<file path="src/rtl/display_pkg.sv">
// rtl/display_pkg.sv - shared constants, digit indices and converter state type for the digit scanner
package display_pkg;

    localparam int NUM_DIGITS = 3;
    localparam int BCD_W      = 4;
    localparam int SEL_W      = 2;

    localparam logic [SEL_W-1:0] DIG_ONES     = 2'd0;
    localparam logic [SEL_W-1:0] DIG_TENS     = 2'd1;
    localparam logic [SEL_W-1:0] DIG_HUNDREDS = 2'd2;

    typedef enum logic {
        IDLE,
        CONVERT
    } conv_state_t;

    // Digit rotation order ones -> tens -> hundreds -> ones; index 3 is never produced.
    function automatic logic [SEL_W-1:0] next_select(input logic [SEL_W-1:0] sel);
        return (sel == DIG_HUNDREDS) ? DIG_ONES : sel + 2'd1;
    endfunction

endpackage

</file>
<file path="src/rtl/bcd_converter.sv">
// rtl/bcd_converter.sv - multi-cycle saturating binary to 3-digit BCD double-dabble engine
module bcd_converter
    import display_pkg::*;
#(
    parameter int VALUE_W   = 10,
    parameter int MAX_VALUE = 999
) (
    input  logic                        clk,
    input  logic                        rst,
    input  logic                        start,
    input  logic [VALUE_W-1:0]          bin_in,
    output logic                        busy,
    output logic                        done,
    output logic [NUM_DIGITS*BCD_W-1:0] bcd_out
);

    localparam int BCD_BITS = NUM_DIGITS * BCD_W;
    localparam int WORK_W   = BCD_BITS + VALUE_W;
    localparam int CNT_W    = $clog2(VALUE_W + 1);
    localparam logic [VALUE_W-1:0] MAX_V = VALUE_W'(MAX_VALUE);

    conv_state_t       state, state_next;
    logic [WORK_W-1:0] work, work_next, stepped;
    logic [CNT_W-1:0]  bit_cnt, bit_cnt_next;
    logic              last_step;

    // Nibble correction happens before the shift, both inside one cycle.
    always_comb begin
        logic [WORK_W-1:0] corrected;
        corrected = work;
        for (int i = 0; i < NUM_DIGITS; i++) begin
            if (work[VALUE_W + i*BCD_W +: BCD_W] >= BCD_W'(5)) begin
                corrected[VALUE_W + i*BCD_W +: BCD_W] = work[VALUE_W + i*BCD_W +: BCD_W] + BCD_W'(3);
            end
        end
        stepped = {corrected[WORK_W-2:0], 1'b0};
    end

    assign last_step = (bit_cnt == CNT_W'(VALUE_W - 1));
    assign bcd_out   = stepped[WORK_W-1 -: BCD_BITS];
    assign busy      = (state == CONVERT);

    always_comb begin
        state_next   = state;
        work_next    = work;
        bit_cnt_next = bit_cnt;
        done         = 1'b0;
        case (state)
            IDLE: begin
                if (start) begin
                    work_next    = {BCD_BITS'(0), (bin_in > MAX_V) ? MAX_V : bin_in};
                    bit_cnt_next = '0;
                    state_next   = CONVERT;
                end
            end
            CONVERT: begin
                work_next    = stepped;
                bit_cnt_next = bit_cnt + 1'b1;
                if (last_step) begin
                    done       = 1'b1;
                    state_next = IDLE;
                end
            end
            default: state_next = IDLE;
        endcase
    end

    always_ff @(posedge clk) begin
        if (rst) begin
            state   <= IDLE;
            work    <= '0;
            bit_cnt <= '0;
        end else begin
            state   <= state_next;
            work    <= work_next;
            bit_cnt <= bit_cnt_next;
        end
    end

endmodule

</file>
<file path="src/rtl/digit_scanner.sv">
// rtl/digit_scanner.sv - 3-digit seven-segment scan source with refresh counter and shadowed BCD digits
module digit_scanner
    import display_pkg::*;
#(
    parameter int REFRESH_DIV = 100000,
    parameter int VALUE_W     = 10,
    parameter int MAX_VALUE   = 999
) (
    input  logic               src_clk,
    input  logic               src_rst,
    input  logic [VALUE_W-1:0] value_in,
    input  logic               value_load,
    output logic               busy,
    output logic [SEL_W-1:0]   select,
    output logic [BCD_W-1:0]   digit_val
);

    localparam int CNT_W = $clog2(REFRESH_DIV);

    logic [CNT_W-1:0]                  refresh_cnt;
    logic                              wrap;
    logic [SEL_W-1:0]                  select_next;
    logic [NUM_DIGITS-1:0][BCD_W-1:0]  shadow;
    logic [BCD_W-1:0]                  digit_mux;
    logic                              conv_done;
    logic [NUM_DIGITS*BCD_W-1:0]       conv_bcd;

    bcd_converter #(
        .VALUE_W   (VALUE_W),
        .MAX_VALUE (MAX_VALUE)
    ) u_conv (
        .clk     (src_clk),
        .rst     (src_rst),
        .start   (value_load),
        .bin_in  (value_in),
        .busy    (busy),
        .done    (conv_done),
        .bcd_out (conv_bcd)
    );

    assign wrap        = (refresh_cnt == CNT_W'(REFRESH_DIV - 1));
    assign select_next = wrap ? next_select(select) : select;

    // digit_val tracks select_next so both outputs move on the same edge.
    always_comb begin
        digit_mux = '0;
        case (select_next)
            DIG_ONES:     digit_mux = shadow[0];
            DIG_TENS:     digit_mux = shadow[1];
            DIG_HUNDREDS: digit_mux = shadow[2];
            default:      digit_mux = '0;
        endcase
    end

    always_ff @(posedge src_clk) begin
        if (src_rst) begin
            refresh_cnt <= '0;
            select      <= DIG_ONES;
            digit_val   <= '0;
            shadow      <= '0;
        end else begin
            refresh_cnt <= wrap ? '0 : refresh_cnt + 1'b1;
            select      <= select_next;
            digit_val   <= digit_mux;
            if (conv_done) begin
                shadow <= conv_bcd;
            end
        end
    end

endmodule

</file>
<file path="config.mk">
export PLATFORM = sky130hd
export DESIGN_NAME = digit_scanner
export DESIGN_NICKNAME = d
export VERILOG_FILES = /design/src/rtl/display_pkg.sv /design/src/rtl/bcd_converter.sv /design/src/rtl/digit_scanner.sv
export SDC_FILE = /design/constraint.sdc
export NUM_CORES = 1
export LEC_CHECK = 0
export ABC_AREA = 1
export CORE_MARGIN = 2
export CORE_UTILIZATION = 52
export DETAILED_ROUTE_END_ITERATION = 16
export GPL_ROUTABILITY_DRIVEN = 0
export PLACE_DENSITY = 0.71
export SYNTH_ARGS = -nofsm -noshare
export SYNTH_HDL_FRONTEND = slang
export SYNTH_HIERARCHICAL = 1
export SYNTH_SLANG_ARGS = --single-unit
</file>
<file path="constraint.sdc">
create_clock -name src_clk -period 1.8 [get_ports src_clk]
set_clock_uncertainty 0.05 [all_clocks]
set_input_delay 0.18 -clock src_clk [delete_from_list [all_inputs] [get_ports src_clk]]
set_output_delay 0.18 -clock src_clk [all_outputs]
set_load 0.02 [all_outputs]
</file>
==> impl_metrics.toml, run 1 <==
[drt]
drc = 0
first_iter_violations = 185
wl_per_cell_um = 10.9
vias_per_cell = 5.04
first_pass_iters = 4
vias = 2741
wl_mm = 5.91
ant_nets = 0

[worst_setup_path]
path_max_fanout = 9
r2r_start = "refresh_cnt[0]"
cp.arrival_ns = 1.83
crit_path_end_kind = "flip-flop"
crit_type = "flip-flop to flip-flop"
crit_end = "digit_val[1]"
crit_slowest_cell = "dfxtp_1"
cp-start-kind = "flip-flop"
startpoint = "refresh_cnt[0]"
regToRegEndpoint = "digit_val[1]"
critPathBufInv = 1
reg2reg_depth = 10
worstPathRequired_ns = 2.00
cpMostUsedCell = "nand3_1"
critical-path-top-delay-family = "simple AND/OR/NAND/NOR gates"
cp_slowest_stage_delay_ns = 0.38
worstPathCellList = "ha_2 > nand3_4 > nor2_1 > nand3_1 > nand2_1 > nand2_2 > nand3_1 > nand3_1 > nand2_1 > inv_1"
cp.depth = 10
ff2ff_setup_slack_ns = 0.17

[clock_tree]
numCtsBuffers = 9
cts-root-buf = "clkbuf_8"
cts.sinks = 62
post_cts_buffers = 0
clock_latency_ns = 0.34
cts.clk_slew.worst_paths_ns = 0.06
clk_path_buf_depth = 2
htreeDepth = 3
cts_tree = "yes"

[logic_synthesis]
synth_seq_cells = 62
ys.warnings.count = 6
syn_avg_cell_area_sq_um = 7.07
yosysMostFrequentCell = "nand2_1"
syn_nets = 464
syn-cell-area_sq_um = 3120
syn_inst = 442
synth_edf_count = 0
synth.distinct_cells = 40
synth_common_cells = "95 x nand2_1, 62 x dfxtp_1, 54 x nor2_1, 50 x inv_1, 41 x nand3_1"
synth_async_sr_flop_share_pct = 0
synth-seq-area-share_pct = 39.7
synth_top_cell_area_share_pct = 39.7
ys.flop_type = "dfxtp_1"
yosys.area.top_type = "dfxtp_1"
ys_top_cells_by_area = "dfxtp_1 40%, nand2_1 11%, nand3_1 6.6%"

[sta]
fin_tns_setup_ns = 0
max_slew.worst_pin.slew_ns = 0.354
min_period_ns = 1.63
finalMaxSlewViolations = 0
hold_violations = 0
rsz0062_at_grt = "false"
relSlewSlack_pct = 76.3
clock.fmax_mhz = 612
setup_viol = 0
finalCritPeriodShare_pct = 90.7

[floorplanning]
die_w_um = 81.5
std_cell_rows = 28
die_area_sq_um = 6640
start_util_pct = 53.4
core-area_sq_um = 5850
die_h_um = 81.5
ios = 20

[final_layout]
fill_cells = 552
finalInstanceArea_sq_um = 3550
fin_nets = 486
antenna_cells = 0
regArea_sq_um = 1240
final_layout_size_suffix_gt1_share_pct = 9.81
multi_input_area_sq_um = 1610
syn_to_final_growth_pct = 13.5

[power]
ir_drop_mv = 0.501
powerDensity_nw_per_um2 = 740
leakagePower_nw = 1.55

[global_route]
grt_overflow = 0
antenna_found_initial = 0
grt_use_total_pct = 20.2
grt_max_degree = 25
grt_pass1_wl_mm = 10.3
grt_pass1_vias = 2397

[placed_design]
post-dp-hpwl_mm = 4.22
io_buffers = 19
placed_area_sq_um = 3370

[flow_run]
drv_cap = 0

[min_path]
hp-class = "input pin to flip-flop"

[run_status]
status = "complete, no violations"
==> timing repair <==
item,4_1_cts,5_1_grt
endpoints found under the setup margin,0,7
hold buffers,0,0
gates resized for setup,0,2
==> layout by cell type, fill, tap and decap left out, types with 3 or more instances in the layout <==
cell type	instances
a21oi_1	29
a22oi_1	6
and2_1	6
buf_4	5
clkbuf_8	10
clkdlybuf4s50_1	19
clkinv_2	3
dfxtp_1	62
ha_1	8
inv_1	50
inv_2	3
nand2_1	95
nand2_2	7
nand3_1	41
nand4_1	11
nor2_1	54
nor2_2	3
nor3_1	5
o21ai_0	19
==> sequential cells by signal, indices dropped and copies added (netlist names) <==
signal	cells
u_conv/work	22
refresh_cnt	17
shadow	12
digit_val	4
u_conv/bit_cnt	4
select	2
u_conv/busy	1
==> how the worst min path moves through the flow <==
stage                        start              to  cells after the start
floorplan                  src_rst       select[0]                      1
global placement    refresh_cnt[0]  refresh_cnt[0]                      1
detailed placement  refresh_cnt[0]  refresh_cnt[0]                      1
CTS                    value_in[4]  u_conv/work[4]                      3
global route           value_in[4]  u_conv/work[4]                      3
finish                 value_in[4]  u_conv/work[4]                      3
==> metrics by stage <==
stage          total power [mW]  hold slack, ns  std cells  setup slack, ns  utilization [%]
6_report                   2.62           0.386        544            0.167             60.6
3_5_place_dp               1.60           0.402        528            0.133             57.6
5_1_grt                    2.73           0.396        544           0.0116             60.6
4_1_cts                    2.66           0.376        544            0.114             60.4
3_3_place_gp               1.59           0.392        528            0.193             57.6
2_1_floorplan              1.54           0.202        442            0.290                -
==> layout make-up <==
| cell class | count | share of cell area [%] |
|---|---|---|
| inverters | 54 | 5.72 |
| clock buffers | 12 | 4.09 |
| well taps | 75 | 2.65 |
| clock inverters | 4 | 0.635 |
| multi-input cells | 313 | 45.5 |
| repair buffers | 24 | 6.42 |
| flip-flops and latches | 62 | 35.0 |
==> routing by layer <==
layer	track usage, %	vias up	part of all wire, %
met5	0	-	0
met4	10.2	0	1.9
met3	5.27	10	3.8
met2	32.1	38	44
met1	25.3	1215	50
li1	-	1478	-
==> cells by family after synthesis <==
kind of cell             Yosys count  share of synthesized area, %
flip-flops                        62                          39.7
AND/OR/NAND/NOR                  238                          35.6
buffers and inverters             67                          8.93
XOR/XNOR                           4                          1.12
AO/OA/AOI/OAI                     62                          11.0
adder cells (fa/ha/maj)            9                          3.61
==> power breakdown <==
part | switching [mW] | internal [mW]
Clock | 0.526 | 0.530
Sequential | 0.0187 | 1.40
Combinational | 0.0891 | 0.0651
Total | 0.633 | 1.99
==> worst register-to-register path, stage by stage (launching register included) <==
cell     delay [ns]
dfxtp_1        0.38
ha_2           0.23
nand3_4        0.12
nor2_1         0.19
nand3_1        0.09
nand2_1        0.08
nand2_2        0.12
nand3_1        0.11
nand3_1        0.07
nand2_1        0.06
inv_1          0.04
(Power assumes the default switching activity.)
==> inputs of run 2 (changes only) <==
Settings changed: HOLD_SLACK_MARGIN set to 0.12.
==> results of run 2 <==
No change in the layout: final DEF, timing and power equal those of run 1.
